--- config.mk ---
export PLATFORM = sky130hd
export DESIGN_NAME = mem_read_arbiter_flat
export DESIGN_NICKNAME = d
export VERILOG_FILES = /design/src/rtl/mem_read_arbiter_if.sv /design/src/rtl/mem_read_arbiter.sv /design/src/flat_wrapper.sv
export SDC_FILE = /design/constraint.sdc
export NUM_CORES = 1
export LEC_CHECK = 0
export CORE_MARGIN = 2
export CORE_UTILIZATION = 34
export CTS_CLUSTER_SIZE = 10
export DETAILED_ROUTE_END_ITERATION = 10
export PLACE_DENSITY = 0.85
export SYNTH_ARGS = -nofsm -noshare
export SYNTH_HDL_FRONTEND = slang
export SYNTH_SLANG_ARGS = --single-unit
--- constraint.sdc ---
create_clock -name clk -period 2.35 [get_ports clk]
set_clock_uncertainty 0.2 [all_clocks]
set_input_delay 0.235 -clock clk [delete_from_list [all_inputs] [get_ports clk]]
set_output_delay 0.235 -clock clk [all_outputs]
set_load 0.05 [all_outputs]
--- src/rtl/mem_read_arbiter_if.sv ---
// ---------------------------------------------------------------------------
// mem_read_arbiter_if
//
// Purpose: bundles every handshake/bus signal around the read arbiter:
//   - two requester read-address channels (index 0 = I-cache, 1 = D-cache)
//   - two requester read-data channels sharing one data bus
//   - the single memory-side read-address and read-data channels
//
// Signals:
//   m_arvalid[1:0], m_araddr[p], m_arlen[p], m_arid[p]  requester -> arbiter
//   m_arready[1:0]                                      arbiter   -> requester
//   m_rvalid[1:0], m_rdata                              arbiter   -> requester
//   m_rready[1:0]                                       requester -> arbiter
//   mem_arvalid, mem_araddr, mem_arlen, mem_arid        arbiter   -> memory
//   mem_arready                                         memory    -> arbiter
//   mem_rvalid, mem_rdata                               memory    -> arbiter
//   mem_rready                                          arbiter   -> memory
//
// Modports:
//   master : the arbiter's view (drives grants, memory requests, returned data)
//   slave  : the surrounding system's view (requesters plus memory model)
// ---------------------------------------------------------------------------
interface mem_read_arbiter_if #(
  parameter int ADDR_WIDTH = 26,
  parameter int DATA_WIDTH = 32,
  parameter int LEN_WIDTH  = 5
);
  // Requester read-address channels
  logic [1:0]                 m_arvalid;
  logic [1:0]                 m_arready;
  logic [1:0][ADDR_WIDTH-1:0] m_araddr;
  logic [1:0][LEN_WIDTH-1:0]  m_arlen;
  logic [1:0][3:0]            m_arid;

  // Requester read-data channels (shared data bus)
  logic [1:0]                 m_rvalid;
  logic [1:0]                 m_rready;
  logic [DATA_WIDTH-1:0]      m_rdata;

  // Memory read-address channel
  logic                       mem_arvalid;
  logic                       mem_arready;
  logic [ADDR_WIDTH-1:0]      mem_araddr;
  logic [LEN_WIDTH-1:0]       mem_arlen;
  logic [3:0]                 mem_arid;

  // Memory read-data channel
  logic                       mem_rvalid;
  logic                       mem_rready;
  logic [DATA_WIDTH-1:0]      mem_rdata;

  modport master (
    input  m_arvalid, m_araddr, m_arlen, m_arid, m_rready,
    input  mem_arready, mem_rvalid, mem_rdata,
    output m_arready, m_rvalid, m_rdata,
    output mem_arvalid, mem_araddr, mem_arlen, mem_arid, mem_rready
  );

  modport slave (
    output m_arvalid, m_araddr, m_arlen, m_arid, m_rready,
    output mem_arready, mem_rvalid, mem_rdata,
    input  m_arready, m_rvalid, m_rdata,
    input  mem_arvalid, mem_araddr, mem_arlen, mem_arid, mem_rready
  );
endinterface : mem_read_arbiter_if

--- src/rtl/mem_read_arbiter.sv ---
// ---------------------------------------------------------------------------
// mem_read_arbiter
//
// Purpose: shares one memory read port between the I-cache (port 0) and the
// D-cache (port 1). One burst is outstanding at a time: IDLE picks a winner
// and latches its request, ADDR presents it to memory, DATA routes the
// returning beats to the winner until the last beat, then back to IDLE.
// While IDLE the memory read-data channel is held ready so stray beats (for
// example from a burst abandoned by reset) are drained and discarded.
//
// Ports:
//   clk   : clock
//   rst   : asynchronous, active-high reset
//   bus   : mem_read_arbiter_if.master (requester and memory channels)
//   busy  : 1 whenever a burst is in progress (state != IDLE)
//   grant : index of the requester owning the current/last burst
//
// Configuration:
//   MEM_ARB_ROUND_ROBIN_EN  defined   -> simultaneous requests alternate,
//                                        favouring the port not served by the
//                                        last completed burst
//                           undefined -> fixed priority, port 1 wins
// ---------------------------------------------------------------------------
module mem_read_arbiter #(
  parameter int ADDR_WIDTH = 26,
  parameter int DATA_WIDTH = 32,
  parameter int LEN_WIDTH  = 5
) (
  input  logic                clk,
  input  logic                rst,
  mem_read_arbiter_if.master  bus,
  output logic                busy,
  output logic                grant
);

  typedef enum logic [1:0] {
    IDLE = 2'd0,
    ADDR = 2'd1,
    DATA = 2'd2
  } state_e;

  state_e                 state_q, state_d;
  logic                   grant_q, grant_d;
  logic [ADDR_WIDTH-1:0]  addr_q,  addr_d;
  logic [LEN_WIDTH-1:0]   len_q,   len_d;
  logic [3:0]             id_q,    id_d;
  logic [LEN_WIDTH-1:0]   beat_q,  beat_d;

  logic                   winner;
  logic [LEN_WIDTH-1:0]   last_beat;
  logic                   beat_fire;
  logic                   last_fire;

  // A latched length of 0 is a single-beat burst, so its last beat index is 0
  // just like a length of 1.
  assign last_beat = (len_q == '0) ? '0 : len_q - LEN_WIDTH'(1);
  assign beat_fire = (state_q == DATA) && bus.mem_rvalid && bus.m_rready[grant_q];
  assign last_fire = beat_fire && (beat_q == last_beat);

`ifdef MEM_ARB_ROUND_ROBIN_EN
  // rr_q holds the port favoured on the next simultaneous request; it moves
  // only when a burst completes, never at grant time.
  logic rr_q, rr_d;

  always_comb begin
    rr_d = rr_q;
    if (last_fire) rr_d = ~grant_q;
  end

  always_ff @(posedge clk or posedge rst) begin
    if (rst) rr_q <= 1'b0;
    else     rr_q <= rr_d;
  end

  always_comb begin
    if (&bus.m_arvalid) winner = rr_q;
    else                winner = bus.m_arvalid[1];
  end
`else
  // Fixed priority: the D-cache wins any tie; a lone request always wins.
  assign winner = bus.m_arvalid[1];
`endif

  always_comb begin
    // NOTE: every signal written here is given a default first, so no branch
    // can leave a value unassigned and infer a latch.
    state_d = state_q;
    grant_d = grant_q;
    addr_d  = addr_q;
    len_d   = len_q;
    id_d    = id_q;
    beat_d  = beat_q;

    bus.m_arready   = 2'b00;
    bus.m_rvalid    = 2'b00;
    bus.m_rdata     = bus.mem_rdata;
    bus.mem_arvalid = 1'b0;
    bus.mem_araddr  = addr_q;
    bus.mem_arlen   = len_q;
    bus.mem_arid    = id_q;
    bus.mem_rready  = 1'b1;

    unique case (state_q)
      IDLE: begin
        if (|bus.m_arvalid) begin
          grant_d = winner;
          addr_d  = bus.m_araddr[winner];
          len_d   = bus.m_arlen[winner];
          id_d    = bus.m_arid[winner];
          state_d = ADDR;
        end
      end

      ADDR: begin
        // The request is already latched, so m_arvalid is not consulted here.
        bus.mem_arvalid        = 1'b1;
        bus.m_arready[grant_q] = bus.mem_arready;
        if (bus.mem_arready) begin
          beat_d  = '0;
          state_d = DATA;
        end
      end

      DATA: begin
        bus.m_rvalid[grant_q] = bus.mem_rvalid;
        bus.mem_rready        = bus.m_rready[grant_q];
        if (beat_fire) begin
          beat_d = beat_q + LEN_WIDTH'(1);
          if (last_fire) state_d = IDLE;
        end
      end

      default: state_d = IDLE;
    endcase
  end

  // NOTE: state registers use non-blocking assignments so every flop samples
  // its _d value from before the edge, independent of process ordering.
  always_ff @(posedge clk or posedge rst) begin
    if (rst) begin
      state_q <= IDLE;
      grant_q <= 1'b0;
      addr_q  <= '0;
      len_q   <= '0;
      id_q    <= '0;
      beat_q  <= '0;
    end else begin
      state_q <= state_d;
      grant_q <= grant_d;
      addr_q  <= addr_d;
      len_q   <= len_d;
      id_q    <= id_d;
      beat_q  <= beat_d;
    end
  end

  assign busy  = (state_q != IDLE);
  assign grant = grant_q;

endmodule : mem_read_arbiter

--- src/flat_wrapper.sv ---
// flat-port wrapper written by rule: the top's interface ports become plain ports
module mem_read_arbiter_flat 
#(
  parameter int ADDR_WIDTH = 26,
  parameter int DATA_WIDTH = 32,
  parameter int LEN_WIDTH  = 5
)
  (clk, rst, busy, grant, bus_m_arvalid, bus_m_araddr, bus_m_arlen, bus_m_arid, bus_m_rready, bus_mem_arready, bus_mem_rvalid, bus_mem_rdata, bus_m_arready, bus_m_rvalid, bus_m_rdata, bus_mem_arvalid, bus_mem_araddr, bus_mem_arlen, bus_mem_arid, bus_mem_rready);
  mem_read_arbiter_if #(.ADDR_WIDTH(ADDR_WIDTH), .DATA_WIDTH(DATA_WIDTH), .LEN_WIDTH(LEN_WIDTH)) bus_i ();
  input  logic clk;
  input  logic rst;
  output logic busy;
  output logic grant;
  input wire logic [$bits(bus_i.m_arvalid)-1:0] bus_m_arvalid;
  input wire logic [$bits(bus_i.m_araddr)-1:0] bus_m_araddr;
  input wire logic [$bits(bus_i.m_arlen)-1:0] bus_m_arlen;
  input wire logic [$bits(bus_i.m_arid)-1:0] bus_m_arid;
  input wire logic [$bits(bus_i.m_rready)-1:0] bus_m_rready;
  input wire logic [$bits(bus_i.mem_arready)-1:0] bus_mem_arready;
  input wire logic [$bits(bus_i.mem_rvalid)-1:0] bus_mem_rvalid;
  input wire logic [$bits(bus_i.mem_rdata)-1:0] bus_mem_rdata;
  output wire logic [$bits(bus_i.m_arready)-1:0] bus_m_arready;
  output wire logic [$bits(bus_i.m_rvalid)-1:0] bus_m_rvalid;
  output wire logic [$bits(bus_i.m_rdata)-1:0] bus_m_rdata;
  output wire logic [$bits(bus_i.mem_arvalid)-1:0] bus_mem_arvalid;
  output wire logic [$bits(bus_i.mem_araddr)-1:0] bus_mem_araddr;
  output wire logic [$bits(bus_i.mem_arlen)-1:0] bus_mem_arlen;
  output wire logic [$bits(bus_i.mem_arid)-1:0] bus_mem_arid;
  output wire logic [$bits(bus_i.mem_rready)-1:0] bus_mem_rready;
  assign bus_i.m_arvalid = bus_m_arvalid;
  assign bus_i.m_araddr = bus_m_araddr;
  assign bus_i.m_arlen = bus_m_arlen;
  assign bus_i.m_arid = bus_m_arid;
  assign bus_i.m_rready = bus_m_rready;
  assign bus_i.mem_arready = bus_mem_arready;
  assign bus_i.mem_rvalid = bus_mem_rvalid;
  assign bus_i.mem_rdata = bus_mem_rdata;
  assign bus_m_arready = bus_i.m_arready;
  assign bus_m_rvalid = bus_i.m_rvalid;
  assign bus_m_rdata = bus_i.m_rdata;
  assign bus_mem_arvalid = bus_i.mem_arvalid;
  assign bus_mem_araddr = bus_i.mem_araddr;
  assign bus_mem_arlen = bus_i.mem_arlen;
  assign bus_mem_arid = bus_i.mem_arid;
  assign bus_mem_rready = bus_i.mem_rready;
  mem_read_arbiter #(.ADDR_WIDTH(ADDR_WIDTH), .DATA_WIDTH(DATA_WIDTH), .LEN_WIDTH(LEN_WIDTH)) u_core (.clk(clk), .rst(rst), .bus(bus_i), .busy(busy), .grant(grant));
endmodule
# Word level (Yosys, flattened, before mapping)
# Index checks and enable logic that the tools add are counted.
[op_classes]
n_lt_le_gt_ge = 3
n_addsub = 2
reduce_logical = 12
mux = 23
bitwise_logic = 2
eq_ne = 7
[ops]
columns = ["op", "n"]
rows = [
  ["26-bit two-way mux", 2],
  ["5-bit two-way mux", 5],
  ["2-bit two-way mux", 6],
  ["5-bit one-hot mux with 2 select lines", 1],
  ["4-bit two-way mux", 2],
  ["2-bit by 1-bit != test with 1-bit output, second input constant", 3],
  ["2-bit one-hot mux with 3 select lines", 1],
  ["5-bit by 1-bit adder with 5-bit output, second input constant", 1],
  ["5-bit == test", 1],
  ["5-bit zero test", 1],
  ["1-bit two-way mux", 5],
  ["5-bit by 1-bit subtractor with 5-bit output, second input constant", 1],
  ["2-bit bitwise AND", 2],
  ["1-bit logical AND", 4],
  ["1-bit by 2-bit less-than comparator with 1-bit output, second input constant", 2],
  ["4-bit AND reduction", 1],
  ["2-bit nonzero test", 2],
  ["3-bit AND reduction", 1],
  ["2-bit by 1-bit == test with 1-bit output, second input constant", 1],
  ["2-bit == test, second input constant", 1],
  ["2-bit zero test", 1],
  ["2-bit != test, second input constant", 1],
  ["2-bit AND reduction", 1],
  ["2-bit OR reduction", 1],
  ["2 further kinds", 2],
]
[totals]
in_bits = 110
elab_cells = 55
reg_bits = 43
out_inout_bits = 75

# Longest topological paths before layout
# Gate-level depths: netlist of the first run.
[logic_depth]
ltp_word = 7
ltp_mapped = 6
mapped_depth_nobuf = 6

# Worst setup path before layout of the first run
# No wires, ideal clock.
[synth_timing]
path_type = "reg-to-output"
start = "register u_core.state_q[1]"
end = "output bus_m_arready[0]"
arrival_ps = 1728
n_path_buf = 0
path_stages_with_launch = 4
required_time_ps = 1915
slack_ps = 187
cell_sequence = "dfrtp_1 and2b_1 nand2_1 nor2_1"
[synth_via]
elab_chain_cells = 2
[synth_rtl]
columns = ["item", "line", "rtl"]
rows = [
  ["from (decl)", "mem_read_arbiter.sv:42", "state_e state_q, state_d;"],
  ["from (signal assigned)", "mem_read_arbiter.sv:148", "state_q <= state_d;"],
  ["2-bit by 1-bit == test with 1-bit output", "mem_read_arbiter.sv:103", "unique case (state_q)"],
  ["2-bit two-way mux", "mem_read_arbiter.sv:103", ""],
  ["to (decl)", "flat_wrapper.sv:22", "output wire logic [$bits(bus_i.m_arready)-1:0] bus_m_arready;"],
]
# Every way passes these cells.

# Worst setup path after layout of the first run
[layout_timing]
start = "register u_core.state_q[1]"
end = "output busy"
[layout_via]
elab_chain_cells = 1
[layout_rtl]
columns = ["item", "line", "rtl"]
rows = [
  ["2-bit nonzero test", "mem_read_arbiter.sv:157", "assign busy = (state_q != IDLE);"],
  ["to (decl)", "flat_wrapper.sv:12", "output logic busy;"],
]
# Every way passes these cells.

==> results of run 1 <==
==> logic make-up after synthesis <==
logic type	after synthesis	share of synthesized area (%)
XOR/XNOR	4	1.44
adder cells (fa/ha/maj)	2	1.03
buffers and inverters	50	13.2
flip-flops	43	44.1
multiplexers	38	15.8
AO/OA/AOI/OAI	54	12.6
AND/OR/NAND/NOR	66	11.7
==> worst max path at each step <==
| stage | start | endpoint | slack [ns] | cells past startpoint |
|---|---|---|---|---|
| after detailed placement | u_core.state_q[1]$_DFFE_PP0P_ | bus_mem_arvalid | 0.34 | 2 |
| after CTS | u_core.state_q[1]$_DFFE_PP0P_ | bus_mem_arvalid | 0.02 | 2 |
| final | u_core.state_q[1]$_DFFE_PP0P_ | busy | 0.20 | 3 |
| after floorplan | u_core.state_q[1]$_DFFE_PP0P_ | bus_m_arready[0] | 0.19 | 3 |
| after global routing | u_core.state_q[1]$_DFFE_PP0P_ | busy | 0.14 | 3 |
| after global placement | u_core.state_q[1]$_DFFE_PP0P_ | bus_mem_arvalid | 0.37 | 2 |
==> where the power goes <==
group / internal, mW / switching [mW] / leakage [nW]
clock: 0.209 / 0.242 / 0.0422
combinational: 1.06 / 1.96 / 1.03
sequential: 1.07 / 0.245 / 0.489
==> repair_timing <==
item	in CTS	in global routing
endpoints found under the hold margin	0	0
setup buffers	0	0
gates resized for setup	0	1
hold buffers	0	0
endpoints found under the setup margin	0	1
==> synthesized netlist by cell type, drive strengths merged <==
library cell | count | area [um2]
xor2 | 3 | 26.3
dfrtp | 43 | 1080
a31oi | 1 | 6.26
a41oi | 1 | 8.76
buf | 44 | 300
o21ai | 7 | 35.0
nand2 | 8 | 30.0
nor4b | 1 | 8.76
nand2b | 2 | 12.5
a21oi | 41 | 205
a32oi | 1 | 27.5
a22o | 1 | 8.76
nand3b | 1 | 7.51
inv | 6 | 22.5
nor2 | 43 | 164
mux2i | 37 | 370
nor2b | 1 | 6.26
mux2 | 1 | 15.0
and3 | 3 | 18.8
o32ai | 1 | 8.76
nor3 | 3 | 15.0
a21o | 1 | 7.51
nand3 | 3 | 15.0
xnor2 | 1 | 8.76
ha | 2 | 25.0
and2b | 1 | 7.51
==> sequential cells by signal, summed over array words and instances (netlist names) <==
signal / count
u_core.bus.mem_arlen: 5
u_core.bus.mem_araddr: 26
u_core.grant: 1
u_core.bus.mem_arid: 4
u_core.state_q: 2
u_core.beat_q: 5
==> critical path, delay by kind of cell, from the launching register on <==
kind                   cells  cell delay (ns)
DFF                        1             0.40
and+or+nand+nor            1             0.19
buffers and inverters      2             0.82
==> final cells by class <==
| class | instances | area (um2) |
|---|---|---|
| Inverter | 6 | 22.5 |
| Timing Repair Buffer | 125 | 1270 |
| Sequential cell | 43 | 1080 |
| Tap cell | 96 | 120 |
| Clock buffer | 7 | 76.3 |
| Multi-Input combinational cell | 164 | 1040 |
| Fill cell | 601 | 3250 |
| Clock inverter | 1 | 5.00 |
==> routing by layer <==
metal	vias to the layer above	wire length (um)	global-route usage (%)
li1	1023	-	-
met1	973	2490	18.3
met2	79	3320	29.3
met3	6	495	5.41
met4	0	53	3.99
met5	-	0	0
==> metrics, run 1 <==
vias in the first global route=2155; CTS Buffer Depth=2; DRT iter0 DRCs=46; FP Rows=30; routed vias=2081; WL final=6.35 mm; GRT overflow=0; number of antenna violations at the first check in global routing=0; worst r2r src=u_core.bus.mem_arlen[0]$_DFFE_PP0P_; slowest stage cell, crit path=clkdlybuf4s50_1; HPWL after DPL=4.93 mm; pin count of the biggest net entering global routing=72; Max-Cap Viols=0; Final Cell Area=3620 um2; worst-path maximum fanout=4; Synth Cell Area=2440 um2; reg-to-reg endpoint=u_core.state_q[1]$_DFFE_PP0P_; fraction of layout cells with a size suffix above 1=6.07%; WP data required=1.91 ns; Pwr Total=4.80 mW; syn_nets=369; die footprint=7860 um2; worst hold path type=input pin to asynchronous set/reset pin; # diodes=0; crit start category=flop; Die H=88.7 um; DRT antenna net count=0; Final WS setup=0.205 ns; CTS Buf Count=5; Peak supply drop=0.000602 V; GRT Total Usage=16.2%; pre-CTS WS=0.343 ns; Chip Width=88.7 um; commonest non-fill, non-tap cells in the layout=clkdlybuf4s50_1, dfrtp_1, nor2_1; Placed Area=3530 um2; WHS=0.124 ns; first-pass GRT wire length=9.84 mm; Final setup viols=0; Final Cycle Share=91.3%; Area Overhead vs Synth=48.4%; slowest stage delay, CP=0.71 ns; crit end category=primary output; Synth Register Bits=43; status=complete, no violations; Residual DRC=0; Initial Util=35.5%; IO buf count=120; WL/cell=14.4 um; register-to-register setup slack=0.44 ns; Avg Cell Area, Syn=9.48 um2; Fmax achieved=466 MHz; CORE AREA=6870 um2; placer congestion estimate=0.817; crit path kind=flop to primary output; NumNets Final=457; relative slew slack=60.6%; critical path arrival=1.71 ns; TritonCTS clock tree=yes; via/cell ratio=4.71; Post-Synthesis Cells=257; CTS sink cnt=43; Clock Pin Slew Worst Setup and Hold Paths=0.08 ns; CP Cell Sequence=nor2_1, inv_1, clkdlybuf4s50_1; clk_lat worst skew=0.29 ns; final instance count without filler cells=442; final core utilization=52.7%; Distinct cells, synth=29; most common cell after layout, fill and taps aside=clkdlybuf4s50_1; post-synthesis sequential area ratio=44.1%; RSZ-0062 raised after global routing=false; fin crit period=2.15 ns; H-tree depth=2; r2r worst-path depth=6; Fin. Hold Viols=0; Pwr Density=1330 nW/um2; post-placement cell count=434; Pre-antenna DRT Iters=4; Yosys warnings=0; Leak=1.56 nW; Max Slew Vio Count=0; Setup TNS Final=0 ns; worst-margin pin slew=0.590 ns; CTS Root Cell=clkbuf_8; I/O pin count=185
Note: power is estimated with default switching activity, not from simulation.
==> run 2: changes to the inputs <==
--- a/config.mk
+++ b/config.mk
@@ -9,6 +9,7 @@
 export CORE_UTILIZATION = 34
 export CTS_CLUSTER_SIZE = 10
 export DETAILED_ROUTE_END_ITERATION = 10
+export MAX_ROUTING_LAYER = met4
 export PLACE_DENSITY = 0.85
 export SYNTH_ARGS = -nofsm -noshare
 export SYNTH_HDL_FRONTEND = slang
==> run 2 against run 1 <==
Maximum frequency about the same. Sequential share of layout area did not move. Critical path depth unchanged. Via count rose by 0.48%. Critical path type unchanged.
==> metrics, run 2 (same netlist as run 1, synthesis figures left out) <==
register-to-register setup slack=0.44 ns; Final Cycle Share=91.2%; Clock Pin Slew Worst Setup and Hold Paths=0.08 ns; setup repair bufs after CTS=0; placer congestion estimate=0.829; WP data required=1.91 ns; TritonCTS clock tree=yes; IO buf count=120; status=complete, no violations; worst-path maximum fanout=4; Pwr Density=1330 nW/um2; RSZ-0062 raised after global routing=false; crit start category=flop; CTS Buf Count=5; Fin. Hold Viols=0; CP Cell Sequence=nor2_1, inv_1, clkdlybuf4s50_1; Chip Width=88.7 um; NumNets Final=457; # diodes=0; CORE AREA=6870 um2; Residual DRC=0; first-pass GRT wire length=9.84 mm; post-placement cell count=434; worst hold path type=input pin to asynchronous set/reset pin; Pre-antenna DRT Iters=4; Final setup viols=0; FP Rows=30; critical path arrival=1.71 ns; sw frac=51.1%; routed vias=2091; commonest non-fill, non-tap cells in the layout=clkdlybuf4s50_1, dfrtp_1, nor2_1; most common cell after layout, fill and taps aside=clkdlybuf4s50_1; crit path kind=flop to primary output; Initial Util=35.5%; Area Overhead vs Synth=48.4%; fin crit period=2.14 ns; cell-internal power=2.35 mW; HPWL after DPL=4.93 mm; GRT Total Usage=16.7%; CTS sink cnt=43; hold_buf cts=0; Die H=88.7 um; sequential share of power=27.5%; final core utilization=52.7%; H-tree depth=2; GRT overflow=0; crit end category=primary output; DRT antenna net count=0; die footprint=7860 um2; flip-flop count of the largest register after layout=26; I/O pin count=185; slowest stage delay, CP=0.71 ns; Peak supply drop=0.000602 V; Fmax achieved=467 MHz; clk_lat worst skew=0.29 ns; fraction of layout cells with a size suffix above 1=6.07%; power share of the combinational group=63.1%; DRT iter0 DRCs=65; WHS=0.122 ns; WL final=6.36 mm; number of antenna violations at the first check in global routing=0; switching pwr=2.45 mW; CTS Root Cell=clkbuf_8; Setup TNS Final=0 ns; slowest stage cell, crit path=clkdlybuf4s50_1; worst-margin pin slew=0.583 ns; final instance count without filler cells=442; via/cell ratio=4.73; Max-Cap Viols=0; WL/cell=14.4 um; pin count of the biggest net entering global routing=72; Leak=1.56 nW; CTS Buffer Depth=2; relative slew slack=61.1%; vias in the first global route=2148; Max Slew Vio Count=0; Clk pwr share=9.4%
run 2: cell counts in the layout (fill, tap and decap cells not counted):
Identical to the previous run, type by type.
run 2: per-stage QoR:
step	setup WS, ns	power, mW	instance area (um2)
2_1_floorplan	0.187	3.44	2440
3_3_place_gp	0.373	4.29	3530
3_5_place_dp	0.343	4.38	3530
4_1_cts	0.0234	4.85	3610
5_1_grt	0.137	5.09	3620
6_report	0.207	4.80	3620
run 2: final timing paths:
| path | startpoint | end | cells past startpoint |
|---|---|---|---|
| worst max register to register | u_core.bus.mem_arlen[0]$_DFFE_PP0P_ | u_core.state_q[1]$_DFFE_PP0P_ | 6 |
| min in group clk | bus_m_arvalid[1] | u_core.grant$_DFFE_PP0P_ | 2 |
| max in group asynchronous | rst | u_core.bus.mem_araddr[14]$_DFFE_PP0P_ | 3 |
| worst min register to register | u_core.bus.mem_arid[3]$_DFFE_PP0P_ | u_core.bus.mem_arid[3]$_DFFE_PP0P_ | 2 |
| worst min-delay path | rst | u_core.bus.mem_araddr[3]$_DFFE_PP0P_ | 2 |
| worst max-delay path | u_core.state_q[1]$_DFFE_PP0P_ | busy | 3 |
run 2: worst max-delay path: cells and delay by family (launching register included):
| kind | cells | cell delay [ns] |
|---|---|---|
| AND/OR/NAND/NOR | 1 | 0.19 |
| flip-flops | 1 | 0.40 |
| buffers and inverters | 2 | 0.82 |
run 2: final cells by class:
type	count	area [um2]
flip-flops and latches	43	1080
repair buffers	125	1270
well taps	96	120
clock inverters	1	5.00
inverters	6	22.5
clock buffers	7	76.3
fillers	601	3250
multi-input cells	164	1040
run 2: what timing repair did:
item	4_1_cts	5_1_grt
endpoints found under the setup margin	0	1
gates resized for setup	0	1
hold endpoints to repair	0	0
run 2: layer usage:
layer	part of all wire, %	up-vias	GRT usage (%)	wire, um
met2	52	83	29.2	3330
met4	0.83	0	3.99	53
met5	0	-	-	0
li1	-	1026	-	-
met1	40	976	19.1	2560
met3	6.5	6	4.20	415
run 2: power groups by stage:
stage | clock network, mW | logic (mW) | registers [mW]
6_report | 0.450 | 3.03 | 1.32
4_1_cts | 0.474 | 3.06 | 1.32
2_1_floorplan | 0 | 1.09 | 2.35
3_5_place_dp | 0 | 3.05 | 1.34
3_3_place_gp | 0 | 2.99 | 1.30
5_1_grt | 0.505 | 3.21 | 1.37
==> run 3: changes to the inputs <==
--- a/config.mk
+++ b/config.mk
@@ -5,12 +5,13 @@
 export SDC_FILE = /design/constraint.sdc
 export NUM_CORES = 1
 export LEC_CHECK = 0
-export CORE_MARGIN = 2
-export CORE_UTILIZATION = 34
+export CORE_AREA = 2 2 71 73
 export CTS_CLUSTER_SIZE = 10
 export DETAILED_ROUTE_END_ITERATION = 10
+export DIE_AREA = 0 0 73 75
+export DONT_BUFFER_PORTS = 1
 export MAX_ROUTING_LAYER = met4
-export PLACE_DENSITY = 0.85
+export PLACE_DENSITY = 0.71
 export SYNTH_ARGS = -nofsm -noshare
 export SYNTH_HDL_FRONTEND = slang
 export SYNTH_SLANG_ARGS = --single-unit
==> run 3 against run 2 <==
Sequential share of layout area up 4.1 points. Largest cell class is now sequential cells. Die area down 30%. Via count down 1.8%. First-iteration DRC count up 100%.
==> metrics, run 3 (same netlist as run 1, synthesis figures left out) <==
status=complete, no violations; M3 GR Usage=6.16%; CTS sink cnt=43; CP top delay family=simple AND/OR/NAND/NOR gates; first-pass GRT wire length=9.92 mm; commonest non-fill, non-tap cells in the layout=dlygate4sd3_1, dfrtp_1, nor2_1; GR peak layer=met2; flip-flop count of the largest register after layout=26; crit end category=primary output; routed vias=2053; Placed Area=2300 um2; clk_lat worst skew=0.29 ns; worst hold path type=input pin to flop; via/cell ratio=5.69; H-tree depth=2; Fin. Hold Viols=0; Clock Pin Slew Worst Setup and Hold Paths=0.08 ns; CTS Buf Count=5; die footprint=5480 um2; Setup TNS Final=0 ns; Peak supply drop=0.000666 V; RSZ-0062 raised after global routing=false; Max Slew Vio Count=0; WP data required=1.91 ns; worst-path maximum fanout=6; WL/cell=18.3 um; Residual DRC=0; CP Cell Sequence=and2b_1, and3_1; slowest stage cell, crit path=and3_1; DRT iter0 DRCs=130; fraction of layout cells with a size suffix above 1=7.82%; most common cell after layout, fill and taps aside=dlygate4sd3_1; Fmax achieved=500 MHz; Pre-antenna DRT Iters=4; number of antenna violations at the first check in global routing=0; WL final=6.61 mm; fin crit period=2.00 ns; CTS Root Cell=clkbuf_8; crit path kind=flop to primary output; worst-margin pin slew=0.894 ns; Leak=1.42 nW; Final setup viols=0; GRT Total Usage=24.8%; Max-Cap Viols=0; I/O pin count=185; WHS=0.0407 ns; TritonCTS clock tree=yes; critical path arrival=1.56 ns; Die H=75 um; slowest stage delay, CP=0.53 ns; met1 usage in global routing=28.3%; Final Cycle Share=85.1%; met2 usage=40.7%; Worst Path Buf+Inv=0; FP Rows=25; Area Overhead vs Synth=30.4%; crit start category=flop; Pwr Density=1390 nW/um2; Initial Util=52.3%; CTS Buffer Depth=2; Chip Width=73 um; placer congestion estimate=0.799; vias in the first global route=2085; # diodes=0; IO buf count=0; CORE AREA=4660 um2; Final Cell Area=3180 um2; relative slew slack=40.3%; pin count of the biggest net entering global routing=72; DRT antenna net count=0; GRT overflow=0; HPWL after DPL=3.54 mm; NumNets Final=418
[run 3: changes by cell type in the layout (fill, tap and decap cells not counted), sizes merged]
cell and change:
clkinv +1, dlygate4sd3 +74, bufinv +1, clkbuf -2, dlymetal6s2s -1, buf +1
clkdlybuf4s50 -113
[run 3: area by class of cell]
cell class                      count  area [um2]
Multi-Input combinational cell    164        1040
Tap cell                           54        67.6
Sequential cell                    43        1080
Inverter                            6        22.5
Clock buffer                        5        68.8
Timing Repair Buffer               86         856
Fill cell                         329        1480
Clock inverter                      3        43.8
[run 3: layer usage]
| layer | share of wire (%) | up-vias | wire length [um] |
|---|---|---|---|
| met5 | 0 | - | 0 |
| met4 | 3.8 | 0 | 248 |
| met3 | 7.1 | 35 | 468 |
| met2 | 52 | 113 | 3410 |
| met1 | 38 | 958 | 2480 |
| li1 | - | 947 | - |
[run 3: tightest hold or removal path, cell delays in order]
cell	delay, ns
a32oi_4	0.13
nand2_1	0.08
o21ai_1	0.06
[run 3: power breakdown]
part | leakage (nW) | total (mW) | switching [mW] | internal (mW)
combinational | 0.876 | 1.60 | 0.998 | 0.598
clock | 0.0581 | 0.581 | 0.264 | 0.317
sequential | 0.489 | 2.24 | 1.18 | 1.06
[run 3: stage by stage]
stage	instances	utilization [%]	setup WS, ns	power [mW]
after detailed placement	278	49.4	0.462	3.64
final	361	68.2	0.351	4.41
after global placement	278	49.4	0.575	3.59
after floorplan	257	-	0.187	3.44
after CTS	361	68.2	0.369	4.36
after global routing	361	68.2	0.312	4.64
[run 3: worst paths after layout]
check / start / endpoint / slack (ns) / cells past startpoint
setup / recovery: u_core.state_q[1]$_DFFE_PP0P_ / bus_m_arready[1] / 0.35 / 2
hold / removal: bus_mem_rvalid / u_core.beat_q[3]$_DFFE_PP0P_ / 0.04 / 3
setup reg to reg: u_core.state_q[1]$_DFFE_PP0P_ / u_core.bus.mem_araddr[16]$_DFFE_PP0P_ / 0.42 / 6
hold reg to reg: u_core.beat_q[3]$_DFFE_PP0P_ / u_core.beat_q[3]$_DFFE_PP0P_ / 0.39 / 2
max in group asynchronous: rst / u_core.bus.mem_arid[3]$_DFFE_PP0P_ / 0.99 / 2
min in group asynchronous: rst / u_core.bus.mem_arid[0]$_DFFE_PP0P_ / 0.40 / 2
[run 3: timing repair]
action,CTS,global route
buffers inserted,0,0
hold buffers,75,0
resized for setup,0,0
hold endpoints to repair,84,0
